`src/rtl/serial_word_tx_fsm_pkg.sv`:
```
// Shared types for the serial word transmitter and its receiver-side checkers.
package serial_tx_pkg;

  typedef enum logic [1:0] {TX_IDLE, TX_SHIFT, TX_GAP} tx_state_t;

  // Remainder register width for a given modulus (at least one bit).
  function automatic int unsigned rem_width(input int unsigned divisor);
    return (divisor < 2) ? 1 : $clog2(divisor);
  endfunction

endpackage

```
`src/rtl/serial_word_tx_fsm_if.sv`:
```
// Word-in / bit-out port bundle of the serial word transmitter.
interface serial_word_tx_fsm_if
  import serial_tx_pkg::*;
#(
  parameter int unsigned WIDTH   = 8,
  parameter int unsigned DIVISOR = 5
);
  localparam int unsigned RW = rem_width(DIVISOR);

  logic             in_valid;
  logic             in_ready;
  logic [WIDTH-1:0] in_data;
  logic             out_bit;
  logic             out_valid;
  logic             out_first;
  logic             out_last;
  logic [RW-1:0]    out_rem;

  modport master (
    output in_valid, in_data,
    input  in_ready, out_bit, out_valid, out_first, out_last, out_rem
  );

  modport slave (
    input  in_valid, in_data,
    output in_ready, out_bit, out_valid, out_first, out_last, out_rem
  );

endinterface

```
`src/rtl/serial_word_tx_fsm_mod_step.sv`:
```
// One step of the MSB-first remainder recurrence: rem_o = (2*rem_i + bit_i) mod DIVISOR.
module serial_mod_step
  import serial_tx_pkg::*;
#(
  parameter int unsigned DIVISOR = 5
) (
  input  logic [rem_width(DIVISOR)-1:0] rem_i,
  input  logic                          bit_i,
  output logic [rem_width(DIVISOR)-1:0] rem_o
);
  localparam int unsigned RW = rem_width(DIVISOR);
  localparam logic [RW:0] DIV_W = (RW+1)'(DIVISOR);

  logic [RW:0] t;

  // t never reaches 2*DIVISOR, so one conditional subtract is a full reduction
  always_comb begin
    t = {rem_i, bit_i};
    if (t >= DIV_W) begin
      rem_o = RW'(t - DIV_W);
    end else begin
      rem_o = t[RW-1:0];
    end
  end

endmodule

```
`src/rtl/serial_word_tx_fsm.sv`:
```
// Serial word transmitter: MSB-first shift-out with first/last framing and running prefix remainder.
module serial_word_tx_fsm
  import serial_tx_pkg::*;
#(
  parameter int unsigned WIDTH      = 8,
  parameter int unsigned DIVISOR    = 5,
  parameter int unsigned GAP_CYCLES = 0
) (
  input  logic                 clk,
  input  logic                 rst,
  serial_word_tx_fsm_if.slave  tx,
  output logic                 busy
);
  localparam int unsigned RW = rem_width(DIVISOR);
  localparam int unsigned CW = $clog2(WIDTH);
  localparam int unsigned GW = (GAP_CYCLES > 1) ? $clog2(GAP_CYCLES) : 1;
  localparam logic [CW-1:0] CNT_TOP = CW'(WIDTH - 1);
  localparam logic [GW-1:0] GAP_TOP = GW'((GAP_CYCLES > 0) ? GAP_CYCLES - 1 : 0);

  tx_state_t        state_q, state_d;
  logic [WIDTH-1:0] shreg_q, shreg_d;
  logic [CW-1:0]    cnt_q, cnt_d;
  logic [GW-1:0]    gap_q, gap_d;
  logic [RW-1:0]    rem_q, rem_d;
  logic [RW-1:0]    rem_step;
  logic             accept;

  serial_mod_step #(.DIVISOR(DIVISOR)) u_step (
    .rem_i (rem_q),
    .bit_i (shreg_q[WIDTH-1]),
    .rem_o (rem_step)
  );

  always_ff @(posedge clk or posedge rst) begin
    if (rst) begin
      state_q <= TX_IDLE;
      shreg_q <= '0;
      cnt_q   <= '0;
      gap_q   <= '0;
      rem_q   <= '0;
    end else begin
      state_q <= state_d;
      shreg_q <= shreg_d;
      cnt_q   <= cnt_d;
      gap_q   <= gap_d;
      rem_q   <= rem_d;
    end
  end

  always_comb begin
    state_d      = state_q;
    shreg_d      = shreg_q;
    cnt_d        = cnt_q;
    gap_d        = gap_q;
    rem_d        = rem_q;
    tx.in_ready  = 1'b0;
    tx.out_valid = 1'b0;
    tx.out_bit   = 1'b0;
    tx.out_first = 1'b0;
    tx.out_last  = 1'b0;
    tx.out_rem   = '0;

    unique case (state_q)
      TX_IDLE: tx.in_ready = !rst;
      TX_SHIFT: begin
        tx.out_valid = 1'b1;
        tx.out_bit   = shreg_q[WIDTH-1];
        tx.out_first = (cnt_q == CNT_TOP);
        tx.out_last  = (cnt_q == '0);
        tx.out_rem   = rem_step;
        shreg_d      = shreg_q << 1;
        cnt_d        = cnt_q - 1'b1;
        rem_d        = rem_step;
        if (cnt_q == '0) begin
          if (GAP_CYCLES > 0) begin
            state_d = TX_GAP;
            gap_d   = GAP_TOP;
          end else begin
            // Without a gap the last-bit cycle doubles as the acceptance slot
            tx.in_ready = !rst;
            state_d     = TX_IDLE;
          end
        end
      end
      TX_GAP: begin
        if (gap_q == '0) begin
          state_d = TX_IDLE;
        end else begin
          gap_d = gap_q - 1'b1;
        end
      end
      default: state_d = TX_IDLE;
    endcase

    accept = tx.in_valid && tx.in_ready;
    if (accept) begin
      state_d = TX_SHIFT;
      shreg_d = tx.in_data;
      cnt_d   = CNT_TOP;
      rem_d   = '0;
    end
  end

  assign busy = (state_q != TX_IDLE);

endmodule
```
`src/flat_wrapper.sv`:
```
// flat-port wrapper written by rule: the top's interface ports become plain ports
module serial_word_tx_fsm_flat import serial_tx_pkg::*;
#(
  parameter int unsigned WIDTH      = 8,
  parameter int unsigned DIVISOR    = 5,
  parameter int unsigned GAP_CYCLES = 0
)
  (clk, rst, busy, tx_in_valid, tx_in_data, tx_in_ready, tx_out_bit, tx_out_valid, tx_out_first, tx_out_last, tx_out_rem);
  serial_word_tx_fsm_if #(.WIDTH(WIDTH), .DIVISOR(DIVISOR)) tx_i ();
  input  logic clk;
  input  logic rst;
  output logic busy;
  input wire logic [$bits(tx_i.in_valid)-1:0] tx_in_valid;
  input wire logic [$bits(tx_i.in_data)-1:0] tx_in_data;
  output wire logic [$bits(tx_i.in_ready)-1:0] tx_in_ready;
  output wire logic [$bits(tx_i.out_bit)-1:0] tx_out_bit;
  output wire logic [$bits(tx_i.out_valid)-1:0] tx_out_valid;
  output wire logic [$bits(tx_i.out_first)-1:0] tx_out_first;
  output wire logic [$bits(tx_i.out_last)-1:0] tx_out_last;
  output wire logic [$bits(tx_i.out_rem)-1:0] tx_out_rem;
  assign tx_i.in_valid = tx_in_valid;
  assign tx_i.in_data = tx_in_data;
  assign tx_in_ready = tx_i.in_ready;
  assign tx_out_bit = tx_i.out_bit;
  assign tx_out_valid = tx_i.out_valid;
  assign tx_out_first = tx_i.out_first;
  assign tx_out_last = tx_i.out_last;
  assign tx_out_rem = tx_i.out_rem;
  serial_word_tx_fsm #(.WIDTH(WIDTH), .DIVISOR(DIVISOR), .GAP_CYCLES(GAP_CYCLES)) u_core (.clk(clk), .rst(rst), .tx(tx_i), .busy(busy));
endmodule
```
`config.mk`:
```
export PLATFORM = sky130hd
export DESIGN_NAME = serial_word_tx_fsm_flat
export DESIGN_NICKNAME = d
export VERILOG_FILES = /design/src/rtl/serial_word_tx_fsm_pkg.sv /design/src/rtl/serial_word_tx_fsm_if.sv /design/src/rtl/serial_word_tx_fsm_mod_step.sv /design/src/rtl/serial_word_tx_fsm.sv /design/src/flat_wrapper.sv
export SDC_FILE = /design/constraint.sdc
export NUM_CORES = 1
export LEC_CHECK = 0
export CORE_UTILIZATION = 30
export DETAILED_ROUTE_END_ITERATION = 10
export PLACE_DENSITY = 0.53
export SYNTH_ARGS = -nofsm -noshare
export SYNTH_HDL_FRONTEND = slang
export SYNTH_SLANG_ARGS = --single-unit
```
`constraint.sdc`:
```
create_clock -name clk -period 2 [get_ports clk]
set_clock_uncertainty 0.2 [all_clocks]
set_input_delay 0.4 -clock clk [delete_from_list [all_inputs] [get_ports clk]]
set_output_delay 0.4 -clock clk [all_outputs]
set_load 0.1 [all_outputs]
```
## Word level (Yosys, flattened, before mapping)

Cells that the tools add are included.

| storage, ports and cells | value |
|---|---|
| bits of input ports | 11 |
| output and inout port bits | 9 |
| register bits after elaboration | 17 |
| word-level logic and storage cells | 41 |

| cells by class | value |
|---|---|
| order comparisons | 1 |
| muxes and demuxes | 19 |
| equality and inequality tests | 6 |
| add/sub/neg operators | 3 |
| reduce and logical (&&, ||, !) cells | 7 |

Operators by type and width:

| operator | number |
|---|---|
| two-way mux 3 bit | 6 |
| two-way mux 8 bit | 2 |
| two-way mux 1 bit | 6 |
| two-way mux 2 bit | 3 |
| case mux 2 bit (3 select lines) | 1 |
| greater-or-equal comparator 4 x 3 -> 1 bit, second input constant | 1 |
| nonzero test 2 bit | 2 |
| equality test 3 bit, second input constant | 1 |
| logical NOT 3 bit | 1 |
| inequality test 3 x 1 -> 1 bit, second input constant | 1 |
| inequality test 3 bit, second input constant | 1 |
| AND reduction 3 bit | 1 |
| subtractor 3 x 1 -> 3 bit, second input constant | 1 |
| subtractor 3 bit, second input constant | 1 |
| equality test 2 x 1 -> 1 bit, second input constant | 1 |
| equality test 2 bit, second input constant | 1 |
| logical NOT 2 bit | 1 |
| inequality test 2 x 1 -> 1 bit, second input constant | 1 |
| case mux 1 bit (2 select lines) | 1 |
| logical AND 1 bit | 1 |
| logical NOT 1 bit | 1 |
| subtractor 1 bit, second input constant | 1 |

## Depth between registers and ports, before layout

| logic depth | value |
|---|---|
| depth after elaboration | 6 |
| depth in mapped cells | 7 |
| mapped depth without buffers | 6 |

## By module

A second synthesis with hierarchy kept.

| unflattened totals | value |
|---|---|
| cell total of the unflattened synthesis | 80 |
| area, all modules | 919.6 um2 |

By module, submodules not included:

| module | area an instance (um2) | cells each | seq. area each (um2) | times used |
|---|---|---|---|---|
| serial_word_tx_fsm | 838.3 | 68 | 375.4 | 1 |
| serial_mod_step | 81.3 | 12 | 0.0 | 1 |

## Least setup slack after synthesis

Ideal clock, no wire load.

| timing | value |
|---|---|
| kind | flip-flop to output port |
| start point | register u_core.state_q[0] |
| end point | output tx_out_rem[1] |
| stages on the path, launching flop included | 3 |
| required time | 1.400 ns |
| path slack | -1.984 ns |
| buffers on the path | 0 |
| arrival time | 3.384 ns |
| cell sequence | dfrtp_1 > inv_2 > a211oi_1 |

| on the way | value |
|---|---|
| word-level cells in the longest chain between the ends | 2 |

RTL lines:

| element | RTL line | RTL |
|---|---|---|
| start, declared | serial_word_tx_fsm.sv:20 | `tx_state_t state_q, state_d;` |
| start signal, assigned | serial_word_tx_fsm.sv:42 | `state_q <= state_d;` |
| equality test 2 x 1 -> 1 bit | serial_word_tx_fsm.sv:63 | `unique case (state_q)` |
| two-way mux 3 bit | serial_word_tx_fsm.sv:63 |  |
| end, declared | flat_wrapper.sv:20 | `output wire logic [$bits(tx_i.out_rem)-1:0] tx_out_rem;` |

No other way between the ends.

## Worst setup path in the final report

| timing | value |
|---|---|
| start point | register u_core.shreg_q[7] |
| end point | output tx_out_rem[1] |

| on the way | value |
|---|---|
| word-level cells in the longest chain between the ends | 3 |
| elaborated cells on any way between the ends | 4 |
| those cells by class | add/sub: 1; order compare: 1; mux: 2 |

RTL lines:

| element | RTL line | RTL |
|---|---|---|
| start, declared | serial_word_tx_fsm.sv:21 | `logic [WIDTH-1:0] shreg_q, shreg_d;` |
| start signal, assigned | serial_word_tx_fsm.sv:43 | `shreg_q <= shreg_d;` |
| greater-or-equal comparator 4 x 3 -> 1 bit or subtractor 3 bit (tied branches) | serial_word_tx_fsm_mod_step.sv:19, serial_word_tx_fsm_mod_step.sv:20 |  |
| two-way mux 3 bit (*) | serial_word_tx_fsm_mod_step.sv:19 | `if (t >= DIV_W) begin` |
| two-way mux 3 bit (*) | serial_word_tx_fsm.sv:63 |  |

Mark *: on every way between the ends. The rest lies on a longest branch, timed or not.

==> summary.txt <==
Run status
  – Outcome: finished with violations
  – Violations in the final reports: setup timing

Logic synthesis
  – Post-synth EDFFs: 0
  – Syn_nets: 111
  – Fraction of post-synthesis cell area in the top cell type by area: ~43%
  – Dominant combinational cell family by area after synthesis: simple AND/OR/NAND/NOR gates
  – Number of warning messages in the yosys log: 0
  – Post-synthesis cell count: between 90 and 100
  – Top post-synthesis cells by area: sky130_fd_sc_hd__dfrtp_1, sky130_fd_sc_hd__mux2i_1, sky130_fd_sc_hd__ha_1, sky130_fd_sc_hd__nor2_1, sky130_fd_sc_hd__a21oi_1
  – Share of synthesized cell area in and, or, nand and nor gates: 17.2%
  – Average instance area after synthesis: about 9 um^2
  – Share of synthesized flip-flops with an asynchronous set or reset: 100%
  – Prevailing post-synth register cell: sky130_fd_sc_hd__dfrtp_1
  – Most area-hungry cell type in the Yosys netlist: sky130_fd_sc_hd__dfrtp_1
  – Adder and majority gate portion of the synthesized area: slightly above 7%
  – Distinct cells, synth: 28
  – Flip-flop and latch count after synthesis: 15
  – Multiplexer share of the synthesized area: between 8 and 9%
  – Xor-xnor portion of the synthesized cell area: 3.01%
  – Synth Area in Compound Gates: between 15 and 20%
  – Share of synthesized area occupied by flip-flops and latches: 43.0%
  – Synthesized cell area: 872 um^2

Clock tree
  – TritonCTS clock tree: done
  – Cts-stage hold buffer count: 0
  – Clock insertion delay at the later pin of the skew report: roughly 280 ps
  – Number of sinks on the clock net: 15
  – H-tree levels: 1
  – Number of buffers inserted during clock tree synthesis: 3
  – Master cell of the clock root buffer: sky130_fd_sc_hd__clkbuf_4
  – Clk slew on worst S/H paths: 100 ps
  – Bufs on Longest Clock Path: 2

STA
  – Time the worst path needs with I/O delays and setup: 2360 ps
  – Tightest Pin Transition: 358 ps
  – Number of setup violations in the final report: 3
  – Setup ws final: -358 ps
  – Count of final hold-check violations: 0
  – Slew HR: between 70% and 80%
  – Setup repair after global routing missed its margin: yes
  – Max-slew violation count: 0
  – Fin crit share: 118%
  – Highest Clock Rate: 424 MHz

Drt
  – Avg WL per Cell: 11.9 um
  – Via-to-Cell Ratio: 4.81
  – Final routed DRC violation total: 0
  – Iteration count of the initial detailed-routing pass: 4
  – Number of vias after detailed routing: 793
  – Remaining antenna violation count after routing: 0
  – Iteration-0 DRC Markers: 8
  – Overall routed net length: between 1500 and 2000 um

Critical path
  – Kind of launch point of the worst setup path: flop
  – Master of the slowest instance on the critical path: sky130_fd_sc_hd__dfrtp_2
  – Worst path cell trace: ha_4 -> nand2b_4 -> a21oi_4 -> nor2b_2 -> a211oi_4 -> buf_12
  – Endpoint kind of the worst setup timing path: output pin
  – Class of the most critical setup path: reg -> out
  – Register-to-register setup slack: 160 ps
  – Highest fanout seen on the critical path: 3
  – Slowest stage delay, CP: 450 ps
  – Required time at the worst-slack endpoint: 1400 ps
  – Critical path's top delay family: flip-flops
  – Signal arrival time at the worst endpoint: 1760 ps
  – Number of buffers and inverters on the critical path: 1

Final layout
  – Area Growth Syn to Fin: 72.0%
  – Count of inserted antenna diode cells: 0
  – # nets final: 151
  – Filler Cells Inserted: 255
  – Final core utilization: between 50 and 60%
  – Share of cells above drive strength 1: 46.3%

Die
  – Count of pins on the block boundary: 20
  – Effective utilization at floorplan: 31.6%
  – Die area: 0.00313 mm^2
  – Die Width: ~56 um
  – Std-Cell Rows: 19
  – Floorplan die height: 55.9 um
  – Core region area: 0.00276 mm^2

GRT
  – Initial antenna violation count: 0
  – GRT Residual Overflow: 0
  – Vias in the first global route: 785
  – Overall routing resource usage: 14.2%
  – First-pass GRT wire length: around 3500 um
  – Maximum number of pins on one net before global-route repair: 18

Place
  – Post-detailed-placement half-perimeter wirelength: 1340 um
  – IO Port Bufs: 19
  – Routability Congestion: about 0.7

Worst hold path
  – Type of the worst min-delay path: in -> async

Job
  – # Max-Cap Violations: 0
-- Yosys cell counts (2+ instances only) --
library cell	number
sky130_fd_sc_hd__dfrtp_1	15
sky130_fd_sc_hd__nor2b_1	2
sky130_fd_sc_hd__inv_1	4
sky130_fd_sc_hd__xnor2_1	2
sky130_fd_sc_hd__buf_2	3
sky130_fd_sc_hd__o21ai_0	4
sky130_fd_sc_hd__nor2_1	13
sky130_fd_sc_hd__and3_1	2
sky130_fd_sc_hd__a21oi_1	9
sky130_fd_sc_hd__ha_1	5
sky130_fd_sc_hd__mux2i_1	7
sky130_fd_sc_hd__nand2b_1	3
sky130_fd_sc_hd__buf_4	2
sky130_fd_sc_hd__inv_2	2
sky130_fd_sc_hd__nand2_1	9
-- cell families (layout without fill, tap and decap cells) --
kind of cell | Yosys count | count (layout)
AND/OR/NAND/NOR | 33 | 33
flip-flops | 15 | 15
buffers and inverters | 11 | 50
adder cells (fa/ha/maj) | 5 | 5
multiplexers | 7 | 7
AO/OA/AOI/OAI | 21 | 21
XOR/XNOR | 3 | 3
-- final cells by class --
cell class	count	area, um^2	area share, %
Clock buffer	4	26.3	1.75
Multi-Input combinational cell	69	582	38.8
Tap cell	31	38.8	2.59
Inverter	6	27.5	1.83
Sequential cell	15	380	25.4
Timing Repair Buffer	40	445	29.7
-- path summary, 6_finish.rpt --
| kind | cells past startpoint | endpoint | startpoint |
|---|---|---|---|
| worst max register to register | 7 | u_core.rem_q[0] | u_core.shreg_q[7] |
| min in group clk | 2 | u_core.shreg_q[4] | u_core.shreg_q[3] |
| worst min register to register | 2 | u_core.shreg_q[4] | u_core.shreg_q[3] |
| max in group asynchronous | 3 | u_core.state_q[0] | rst |
| worst max-delay path | 6 | tx_out_rem[1] | u_core.shreg_q[7] |
| worst min-delay path | 3 | u_core.shreg_q[7] | rst |
-- through the flow --
stage                     TNS (ps)  hold WS [ps]  std cells  setup slack, ps  area (um^2)
final                         -880           346        165             -358         1500
after CTS                     -906           350        160             -377         1450
after global placement       -19.0           348        150            -17.4         1340
after global routing         -1180           359        165             -447         1500
after floorplan               -683           117         95             -411          980
after detailed placement      -137           342        150            -94.1         1340
-- cell usage in the layout (no fill, tap or decap), types with 2 or more instances in the layout --
master                            count
sky130_fd_sc_hd__nand2_1              7
sky130_fd_sc_hd__ha_4                 3
sky130_fd_sc_hd__nor2_1              10
sky130_fd_sc_hd__clkdlybuf4s50_1     10
sky130_fd_sc_hd__o21ai_0              4
sky130_fd_sc_hd__buf_4               19
sky130_fd_sc_hd__nand2_2              2
sky130_fd_sc_hd__inv_2                3
sky130_fd_sc_hd__inv_4                2
sky130_fd_sc_hd__a21oi_1              7
sky130_fd_sc_hd__nand2b_4             2
sky130_fd_sc_hd__nor2_4               2
sky130_fd_sc_hd__buf_12               9
sky130_fd_sc_hd__mux2i_1              7
sky130_fd_sc_hd__buf_6                2
sky130_fd_sc_hd__dfrtp_1             13
sky130_fd_sc_hd__clkbuf_4             3
sky130_fd_sc_hd__a21oi_4              3
-- flip-flops by register name, summed over array words and instances, names as in the netlist --
| register | count |
|---|---|
| u_core.rem_q | 3 |
| u_core.shreg_q | 8 |
| u_core.state_q | 1 |
| u_core.cnt_q | 3 |
-- worst register-to-register path, stage by stage (launching register included) --
cell and delay, ps:
sky130_fd_sc_hd__dfrtp_2 450, sky130_fd_sc_hd__ha_4 170, sky130_fd_sc_hd__nand2b_4 140, sky130_fd_sc_hd__a21oi_4 220
sky130_fd_sc_hd__xnor2_2 110, sky130_fd_sc_hd__buf_4 140, sky130_fd_sc_hd__buf_4 120, sky130_fd_sc_hd__o21ba_2 190
-- layer usage --
| metal | global-route usage [%] | wire [um] | vias to the layer above | share of wire [%] |
|---|---|---|---|---|
| li1 | - | - | 394 | - |
| met1 | 19.1 | 895 | 379 | 46 |
| met2 | 22.7 | 995 | 18 | 51 |
| met3 | 2.09 | 58 | 2 | 3.0 |
| met4 | 6.27 | 12 | 0 | 0.61 |
| met5 | 0 | 0 | - | 0 |
-- repair_timing --
item | in CTS | in global routing
pin swaps | 5 | 6
resized for setup | 11 | 6
setup buffers | 6 | 6
setup endpoints to repair | 5 | 6
Power is left out: the tool's default activity adds up to more than one toggle a clock period on the data nets, which glitch-free logic cannot reach.
